<file path="config.mk">
export PLATFORM = sky130hd
export DESIGN_NAME = counting_bloom_flat
export DESIGN_NICKNAME = d
export VERILOG_FILES = /design/src/rtl/counting_bloom_if.sv /design/src/rtl/counting_bloom.sv /design/src/flat_wrapper.sv
export SDC_FILE = /design/constraint.sdc
export NUM_CORES = 1
export LEC_CHECK = 0
export BUFFER_PORTS_ARGS = -buffer_cell sky130_fd_sc_hd__buf_2
export CAP_MARGIN = 20
export CORE_ASPECT_RATIO = 1.2
export CORE_MARGIN = 3
export CORE_UTILIZATION = 55
export CTS_CLUSTER_SIZE = 25
export DETAILED_ROUTE_END_ITERATION = 8
export PLACE_DENSITY_LB_ADDON = 0.15
export SETUP_SLACK_MARGIN = 0.5
export SYNTH_ARGS = -nofsm -noshare
export SYNTH_HDL_FRONTEND = slang
export SYNTH_SLANG_ARGS = --single-unit
</file>
<file path="constraint.sdc">
create_clock -name clk -period 5.4 [get_ports clk]
set_clock_uncertainty 0.15 [all_clocks]
set_input_delay 0.54 -clock clk [delete_from_list [all_inputs] [get_ports clk]]
set_output_delay 0.54 -clock clk [all_outputs]
set_load 0.02 [all_outputs]
</file>
<file path="src/rtl/counting_bloom_if.sv">
// Request/response channel of the counting Bloom filter, plus its occupancy and
// saturation status. The filter is the slave; the issuing controller is the master.
interface counting_bloom_if #(
  parameter int d_size    = 32,
  parameter int hash_size = 5
);
  logic                 req_valid;
  logic                 req_ready;
  logic [1:0]           req_op;
  logic [d_size-1:0]    req_data;
  logic                 resp_valid;
  logic                 resp_ready;
  logic                 resp_match;
  logic                 resp_err;
  logic [hash_size:0]   occupancy;
  logic                 saturated;

  modport slave (
    input  req_valid, req_op, req_data, resp_ready,
    output req_ready, resp_valid, resp_match, resp_err, occupancy, saturated
  );

  modport master (
    output req_valid, req_op, req_data, resp_ready,
    input  req_ready, resp_valid, resp_match, resp_err, occupancy, saturated
  );
endinterface

</file>
<file path="src/rtl/counting_bloom.sv">
// Counting Bloom filter: two XOR-fold hashes index a bank of saturating counters,
// supporting check / insert / remove / clear with one operation in flight.
module counting_bloom #(
  parameter int d_size    = 32,
  parameter int bl_size   = 32,
  parameter int hash_size = 5,
  parameter int cnt_width = 4
) (
  input  logic             clk,
  input  logic             reset_n,
  counting_bloom_if.slave  bus
);

  localparam int NCHUNK = (d_size + hash_size - 1) / hash_size;
  localparam int PAD_W  = NCHUNK * hash_size;
  localparam int OCC_W  = hash_size + 1;
  localparam logic [cnt_width-1:0] CMAX = '1;

  localparam logic [1:0] OP_CHECK  = 2'b00;
  localparam logic [1:0] OP_INSERT = 2'b01;
  localparam logic [1:0] OP_REMOVE = 2'b10;
  localparam logic [1:0] OP_CLEAR  = 2'b11;

  typedef enum logic [1:0] {
    S_IDLE,
    S_HASH,
    S_UPDATE,
    S_RESP
  } state_t;

  state_t                 state_q, state_d;
  logic [1:0]             op_q, op_d;
  logic [d_size-1:0]      key_q, key_d;
  logic [hash_size-1:0]   h0_q, h0_d;
  logic [hash_size-1:0]   h1_q, h1_d;
  logic                   match_q, match_d;
  logic                   err_q, err_d;
  logic [OCC_W-1:0]       occ_q, occ_d;
  logic                   sat_q, sat_d;
  logic [cnt_width-1:0]   cnt_q [bl_size];
  logic [cnt_width-1:0]   cnt_d [bl_size];

  logic [d_size-1:0]      key_rev;
  logic [hash_size-1:0]   hash0, hash1;
  logic [cnt_width-1:0]   c0, c1, n0, n1;
  logic                   same, pre_match;
  logic                   wr0, wr1, clr;

  // XOR of all hash_size-wide chunks; the key is zero-padded at the top first.
  function automatic logic [hash_size-1:0] fold(input logic [PAD_W-1:0] v);
    logic [hash_size-1:0] acc;
    acc = '0;
    for (int i = 0; i < NCHUNK; i++) begin
      acc = acc ^ v[i*hash_size +: hash_size];
    end
    return acc;
  endfunction

  genvar gi;
  generate
    for (gi = 0; gi < d_size; gi++) begin : g_rev
      assign key_rev[gi] = key_q[d_size-1-gi];
    end
  endgenerate

  assign hash0 = fold(PAD_W'(key_q));
  assign hash1 = fold(PAD_W'(key_rev));

  assign c0        = cnt_q[h0_q];
  assign c1        = cnt_q[h1_q];
  assign same      = (h0_q == h1_q);
  assign pre_match = (c0 != '0) && (c1 != '0);

  // A bucket at CMAX is frozen in both directions so saturation stays sticky per bucket.
  assign n0 = (c0 == CMAX) ? c0 :
              (op_q == OP_INSERT) ? c0 + 1'b1 : c0 - 1'b1;
  assign n1 = (c1 == CMAX) ? c1 :
              (op_q == OP_INSERT) ? c1 + 1'b1 : c1 - 1'b1;

  always_comb begin
    state_d = state_q;
    op_d    = op_q;
    key_d   = key_q;
    h0_d    = h0_q;
    h1_d    = h1_q;
    match_d = match_q;
    err_d   = err_q;
    occ_d   = occ_q;
    sat_d   = sat_q;
    wr0     = 1'b0;
    wr1     = 1'b0;
    clr     = 1'b0;
    case (state_q)
      S_IDLE: begin
        if (bus.req_valid) begin
          op_d    = bus.req_op;
          key_d   = bus.req_data;
          state_d = S_HASH;
        end
      end
      S_HASH: begin
        h0_d    = hash0;
        h1_d    = hash1;
        state_d = S_UPDATE;
      end
      S_UPDATE: begin
        match_d = pre_match;
        err_d   = 1'b0;
        state_d = S_RESP;
        case (op_q)
          OP_INSERT: begin
            wr0   = 1'b1;
            wr1   = !same;
            occ_d = occ_q + OCC_W'(c0 == '0) + OCC_W'(!same && (c1 == '0));
            if ((n0 == CMAX) || (n1 == CMAX)) begin
              sat_d = 1'b1;
            end
          end
          OP_REMOVE: begin
            if (!pre_match) begin
              err_d = 1'b1;
            end else begin
              wr0   = 1'b1;
              wr1   = !same;
              occ_d = occ_q - OCC_W'(n0 == '0) - OCC_W'(!same && (n1 == '0));
            end
          end
          OP_CLEAR: begin
            clr     = 1'b1;
            occ_d   = '0;
            sat_d   = 1'b0;
            match_d = 1'b0;
          end
          default: begin
          end
        endcase
      end
      S_RESP: begin
        if (bus.resp_ready) begin
          state_d = S_IDLE;
        end
      end
      default: state_d = S_IDLE;
    endcase
  end

  generate
    for (gi = 0; gi < bl_size; gi++) begin : g_bucket
      localparam logic [hash_size-1:0] IDX = hash_size'(gi);
      assign cnt_d[gi] = clr                       ? '0 :
                         (wr0 && (h0_q == IDX))    ? n0 :
                         (wr1 && (h1_q == IDX))    ? n1 : cnt_q[gi];
    end
  endgenerate

  always_ff @(posedge clk) begin
    if (!reset_n) begin
      for (int i = 0; i < bl_size; i++) begin
        cnt_q[i] <= '0;
      end
    end else begin
      cnt_q <= cnt_d;
    end
  end

  always_ff @(posedge clk) begin
    if (!reset_n) begin
      state_q <= S_IDLE;
      op_q    <= OP_CHECK;
      key_q   <= '0;
      h0_q    <= '0;
      h1_q    <= '0;
      match_q <= 1'b0;
      err_q   <= 1'b0;
      occ_q   <= '0;
      sat_q   <= 1'b0;
    end else begin
      state_q <= state_d;
      op_q    <= op_d;
      key_q   <= key_d;
      h0_q    <= h0_d;
      h1_q    <= h1_d;
      match_q <= match_d;
      err_q   <= err_d;
      occ_q   <= occ_d;
      sat_q   <= sat_d;
    end
  end

  assign bus.req_ready  = (state_q == S_IDLE);
  assign bus.resp_valid = (state_q == S_RESP);
  assign bus.resp_match = match_q;
  assign bus.resp_err   = err_q;
  assign bus.occupancy  = occ_q;
  assign bus.saturated  = sat_q;

endmodule

</file>
<file path="src/flat_wrapper.sv">
// flat-port wrapper written by rule: the top's interface ports become plain ports
module counting_bloom_flat 
#(
  parameter int d_size    = 32,
  parameter int bl_size   = 32,
  parameter int hash_size = 5,
  parameter int cnt_width = 4
)
  (clk, reset_n, bus_req_valid, bus_req_op, bus_req_data, bus_resp_ready, bus_req_ready, bus_resp_valid, bus_resp_match, bus_resp_err, bus_occupancy, bus_saturated);
  counting_bloom_if #(.d_size(d_size), .hash_size(hash_size)) bus_i ();
  input  logic clk;
  input  logic reset_n;
  input wire logic [$bits(bus_i.req_valid)-1:0] bus_req_valid;
  input wire logic [$bits(bus_i.req_op)-1:0] bus_req_op;
  input wire logic [$bits(bus_i.req_data)-1:0] bus_req_data;
  input wire logic [$bits(bus_i.resp_ready)-1:0] bus_resp_ready;
  output wire logic [$bits(bus_i.req_ready)-1:0] bus_req_ready;
  output wire logic [$bits(bus_i.resp_valid)-1:0] bus_resp_valid;
  output wire logic [$bits(bus_i.resp_match)-1:0] bus_resp_match;
  output wire logic [$bits(bus_i.resp_err)-1:0] bus_resp_err;
  output wire logic [$bits(bus_i.occupancy)-1:0] bus_occupancy;
  output wire logic [$bits(bus_i.saturated)-1:0] bus_saturated;
  assign bus_i.req_valid = bus_req_valid;
  assign bus_i.req_op = bus_req_op;
  assign bus_i.req_data = bus_req_data;
  assign bus_i.resp_ready = bus_resp_ready;
  assign bus_req_ready = bus_i.req_ready;
  assign bus_resp_valid = bus_i.resp_valid;
  assign bus_resp_match = bus_i.resp_match;
  assign bus_resp_err = bus_i.resp_err;
  assign bus_occupancy = bus_i.occupancy;
  assign bus_saturated = bus_i.saturated;
  counting_bloom #(.d_size(d_size), .bl_size(bl_size), .hash_size(hash_size), .cnt_width(cnt_width)) u_core (.clk(clk), .reset_n(reset_n), .bus(bus_i));
endmodule
</file>
* Yosys cells after proc, flatten, opt, wreduce, memory -nomap -nowiden
Cells that the tools add are included.
** Cells by class
- $add $sub $neg :: 8
- Reduce and logical (&&, ||, !) cells :: 117
- Mux-type cells :: 92
- Order comparisons :: 2
- Bitwise gates (word level) :: 15
- Equality and inequality tests :: 77
** Operators by type and width (number)
- $mux W4 :: 72
- $eq A5 B5 Y1 const B :: 32
- $eq A5 B4 Y1 const B :: 16
- $logic_and A1 B1 Y1 :: 67
- $reduce_bool A2 Y1 :: 33
- $xor A5 B5 Y5 :: 10
- $bmux W4 S5 :: 2
- $eq A5 B3 Y1 const B :: 8
- $eq A5 B2 Y1 const B :: 4
- $pmux W6 S3 :: 1
- $eq A4 B4 Y1 const B :: 4
- $logic_not A4 Y1 :: 4
- $add A6 B1 Y6 :: 2
- $ge A6 B6 Y1 const B :: 2
- $not A5 Y6 :: 2
- $sub A6 B1 Y6 :: 2
- $eq A5 B1 Y1 const B :: 2
- $logic_not A5 Y1 :: 2
- $mux W1 :: 10
- $xor A5 B2 Y5 :: 2
- $add A4 B1 Y4 const B :: 2
- $eq A2 B2 Y1 const B :: 4
- $pmux W2 S4 :: 1
- $reduce_bool A4 Y1 :: 2
- other kinds (16) :: 25
** Storage, ports and cells
- Output and inout bits :: 11
- Logic and storage cells :: 352
- Bits in registers :: 183
- Input bits :: 38

* Longest topological paths before layout
- Depth after elaboration :: 12
- Gate-level depth with buffers :: 23
- Gate-level depth less buffers :: 19

* Worst setup path before layout
No wires, ideal clock.
- Path type :: flip-flop to flip-flop
- Start :: reg u_core.h1_q[0]
- End :: reg u_core.occ_q[5], in the netlist u_core.bus.occupancy[5]
- Cell stages (with the launch flop) :: 22
- Path buffers :: 3
- Arrival time :: 4.858 ns
- Library setup time :: 0.091 ns
- Path slack :: 0.301 ns
- Period minus slack after synthesis :: 5.099 ns
- Required time :: 5.159 ns
- Path through :: dfxtp_1 > buf_6 > mux4_2 > a22o_1 > a211o_1 > nand2_1 > inv_1 > fa_1 > xor2_1 > or2_2 > clkbuf_1 > buf_2 > nor2_1 > nand4_1 > fa_1 > inv_1 > ha_1 > or4_1 > or3_1 > o21ai_0 > a21oi_1 > a311oi_1
** Between the ends
- Longest elaborated chain between the ends :: 12
- Elaborated cells between the ends (all ways) :: 23
- Classes of those cells :: add/sub: 4; eq/ne: 3; mux: 7; bitwise: 1; reduce/logical: 8
** Ends and longest elaborated chain
- start: declaration :: line counting_bloom.sv:35 : logic [hash_size-1:0] h1_q, h1_d;
- start signal: assignment :: line counting_bloom.sv:172 : h1_q <= '0;
- start signal: assignment :: line counting_bloom.sv:182 : h1_q <= h1_d;
- $not A5 Y6 (implied by the code) :: line counting_bloom.sv:70 : assign c1 = cnt_q[h1_q];
- $bmux W4 S5 :: line counting_bloom.sv:70
- $mux W4 (implied by the code) (2 in a row) :: line counting_bloom.sv:70
- $sub A4 B1 Y4 / $add A4 B1 Y4 (equally long branches) :: line counting_bloom.sv:78 : (op_q == OP_INSERT) ? c1 + 1'b1 : c1 - 1'b1;
- $mux W4 :: line counting_bloom.sv:78
- $mux W4 :: line counting_bloom.sv:77 : assign n1 = (c1 == CMAX) ? c1 :
- $logic_not A4 Y1 :: line counting_bloom.sv:125 : occ_d = occ_q - OCC_W'(n0 == '0) - OCC_W'(!same && (n1 == '0));
- $logic_and A1 B1 Y1 :: line counting_bloom.sv:125
- $sub A6 B1 Y6 :: line counting_bloom.sv:125
- $mux W6 :: line counting_bloom.sv:120 : if (!pre_match) begin
- $pmux W6 S3 :: line counting_bloom.sv:110 : case (op_q)
- end signal: assignment :: line counting_bloom.sv:175 : occ_q <= '0;
- end signal: assignment :: line counting_bloom.sv:185 : occ_q <= occ_d;
- end: declaration :: line counting_bloom.sv:38 : logic [OCC_W-1:0] occ_q, occ_d;
Parallel ways exist; a longest one is shown, timed or not. The select of a mux whose other input is x is not followed.
A chain may end at the register's enable or synchronous reset.

* Worst setup path after layout
- Start :: reg u_core.h1_q[2]
- End :: reg u_core.occ_q[5], in the netlist u_core.bus.occupancy[5]
The elaborated chain is that of the path after synthesis.

==> results_dict.tcl <==
set metrics [dict create \
    critPathBufInv 3 \
    cts_tree "done" \
    synth.top_cells.by_area "sky130_fd_sc_hd__dfxtp_1, sky130_fd_sc_hd__mux4_2, sky130_fd_sc_hd__mux2i_1, sky130_fd_sc_hd__nand2_1, sky130_fd_sc_hd__a21oi_1" \
    finalWorstPathRequiredPeriod_ns 4.95 \
    class_of_the_tightest_hold_or_removal_check "primary input to flop" \
    worst-endpoint-arrival_ns 5.16 \
    ys_seq_elements 183 \
    gr-total-overflow 0 \
    leakagePower_nw 5.03 \
    drt-initial-drc-count 1879 \
    worstSetupPathType "flop to flop" \
    worstSetupStartpointType "flop" \
    period_share 0.917 \
    drtPass1Iterations 9 \
    post-route-worst-setup-slack_ns 0.448 \
    route.met2.wl_mm 20.5 \
    topRoutingLayerUsed "met4" \
    initial_utilization 0.566 \
    tightest_slew_ns 1.19 \
    num-nets-final 1528 \
    dp.cells 1675 \
    finalSetupViolCount 0 \
    critPathSlowestCell "sky130_fd_sc_hd__fa_1" \
    cp.required_ns 5.60 \
    post_synthesis_net_count 1477 \
    path_clk_slew_ns 0.08 \
    fmax_mhz 202 \
    crit_path_cell_trace "buf_12, mux4_2, a22oi_2, nand4_1, nand2_2, inv_4, fa_2, xor2_2, or2_4, nor2_2, nand4_1, fa_1, inv_1, ha_1, or4_4, or3_4, o21ai_2, a21oi_1, a311oi_1" \
    run_status "complete, no violations" \
    detail-route-antenna-nets 0 \
    row_count 59 \
    place.port_buffers 48 \
    synth_enable_flop_cells 0 \
    synthToLayoutAreaGrowth_pct 14.3 \
    drive_gt1_frac 0.235 \
    cts-root-to-sink-buffers 2 \
    total_wirelength_of_the_detailed_routed_design_mm 46.1 \
    total_power_mw 7.89 \
    grt_resource_usage_total 0.372 \
    cap_violations 0 \
    slew_headroom 0.208 \
    synth.top_cell.area_share 0.294 \
    gp_routability_congestion 1.08 \
    synth_area_per_cell_um2 8.77 \
    synth.cells.most_frequent "sky130_fd_sc_hd__nand2_1, sky130_fd_sc_hd__dfxtp_1, sky130_fd_sc_hd__a21oi_1" \
    num_io_pins 49 \
    total_number_of_clock_tree_sinks 183 \
    path_max_fanout 7 \
    die_x_um 143 \
    numCtsBuffers 17 \
    synth_cell_type_count 82 \
    maximum_number_of_pins_on_one_net_before_global_route_repair 55 \
    routed-wl-met3_mm 5.16 \
    clock-root-buffer "sky130_fd_sc_hd__clkbuf_16" \
    critical_path.endpoint_type "flop" \
    first_pass_grt_wire_length_mm 69.2 \
    most_instantiated_library_cell_after_synthesis "sky130_fd_sc_hd__nand2_1" \
    floorplan.core_area_um2 22000 \
    rsz0062_at_grt "true" \
    post_synth_inst_count 1420 \
    critical-path-top-delay-family "simple AND/OR/NAND/NOR gates" \
    via_count_of_the_first_global_routing_pass 11800 \
    post_drt_via_cell_ratio 7.20 \
    fp.dieH_um 171 \
    hold_buffers 0 \
    routed-via-count 12700 \
    final_cells 1759 \
    async_flop_share 0 \
    timing.critical_path.from "u_core.h1_q[2]" \
    worst_path_most_repeated_cell "sky130_fd_sc_hd__nand4_1" \
    worst_ir_drop_vdd_v 0.000397 \
    synthesis.area_um2 12400 \
    dpl_worst_slack_ns 0.165 \
    number_of_antenna_violations_at_the_first_check_in_global_routing 0 \
    drt-met1-wl_mm 16.2 \
    worst_hold_startpoint "bus_req_data[15]" \
    powerDensity_nw_per_um2 555 \
    post-synth-top-area-cell "sky130_fd_sc_hd__dfxtp_1" \
    cts_htree_levels 4 \
    final.setup.tns_ns 0 \
    die-area_um2 24500 \
    routed_wirelength_normalized_by_instance_count_um 26.2 \
    synth_ff_type "sky130_fd_sc_hd__dfxtp_1" \
    synth.yosys.seq_area_share 0.294 \
    slew_viol_final 0 \
    final_hold_viol_count 0 \
    total_drc_errors_in_the_routed_layout 0 \
    yosysWarningCount 0 \
    worst_skew_pair_latency_ns 0.45 \
    post-dp-hpwl_mm 30.8 \
    critical_path.max_stage_delay_ns 0.57 \
    rr_startpoint "u_core.h1_q[2]" \
    fin_util 0.647 \
]
==> registers in the layout (all words and copies together) (netlist names) <==
signal / flops
u_core.cnt_q: 128
u_core.key_q: 32
u_core.bus.occupancy: 6
u_core.h0_q: 5
u_core.h1_q: 5
u_core.op_q: 2
u_core.state_q: 2
u_core.bus.resp_err: 1
u_core.bus.resp_match: 1
u_core.bus.saturated: 1
==> metrics by stage <==
step	area (um^2)	hold WS, ns
after floorplan	12500	0.298
after global placement	12900	0.305
after detailed placement	12900	0.310
after CTS	14000	0.164
after global routing	14200	0.175
final	14200	0.171
==> cell usage in the layout (no fill, tap or decap), types with 22 or more instances in the layout <==
master	instances
sky130_fd_sc_hd__buf_4	82
sky130_fd_sc_hd__a211oi_1	22
sky130_fd_sc_hd__mux2i_1	97
sky130_fd_sc_hd__buf_2	49
sky130_fd_sc_hd__a21oi_1	121
sky130_fd_sc_hd__mux4_2	46
sky130_fd_sc_hd__o22ai_1	64
sky130_fd_sc_hd__nor2_1	81
sky130_fd_sc_hd__a211o_1	28
sky130_fd_sc_hd__nand2_1	191
sky130_fd_sc_hd__xnor2_1	28
sky130_fd_sc_hd__o21ai_0	31
sky130_fd_sc_hd__dfxtp_1	176
sky130_fd_sc_hd__nand3_1	73
==> routing by layer <==
layer  global-route usage  vias up
met1                0.448     5892
met3               0.0892      323
met4                0.261        0
met2                0.583      984
met5                    0        -
li1                     -     5470
==> cell type report <==
| class | count | area, um^2 |
|---|---|---|
| inverters | 16 | 62.6 |
| multi-input cells | 1103 | 8300 |
| diodes | 1 | 2.50 |
| flip-flops and latches | 183 | 3690 |
| well taps | 274 | 343 |
| clock buffers | 17 | 425 |
| fillers | 1824 | 7770 |
| clock inverters | 15 | 173 |
| repair buffers | 150 | 1230 |
==> worst min-delay path: stages <==
cell and delay (ns):
sky130_fd_sc_hd__buf_2 0.10, sky130_fd_sc_hd__nand2_1 0.04, sky130_fd_sc_hd__a21oi_1 0.05
==> path summary, 6_finish.rpt <==
kind / end / slack [ns] / cells after the start
setup / recovery: u_core.bus.occupancy[5] / 0.45 / 19
hold / removal: u_core.key_q[15] / 0.17 / 3
setup reg to reg: u_core.bus.occupancy[5] / 0.45 / 19
hold reg to reg: u_core.key_q[14] / 0.32 / 2
==> power breakdown <==
group          internal, mW  switching (mW)  total (mW)
Clock                 0.627           0.668        1.29
Sequential             1.46           0.166        1.63
Combinational          1.69            3.28        4.96
==> cells by family after synthesis <==
logic type	after synthesis	synth area share
AO/OA/AOI/OAI	436	0.257
AND/OR/NAND/NOR	443	0.161
XOR/XNOR	41	0.0301
adder cells (fa/ha/maj)	19	0.0215
buffers and inverters	134	0.0556
flip-flops	183	0.294
multiplexers	164	0.181
==> what timing repair did <==
action                                  CTS  global route
setup buffers                            34             8
gates resized for setup                  39            20
pin swaps                                16            16
cloned                                    3             0
endpoints found under the setup margin    2           100
endpoints found under the hold margin     0             0
(Power assumes the default switching activity.)
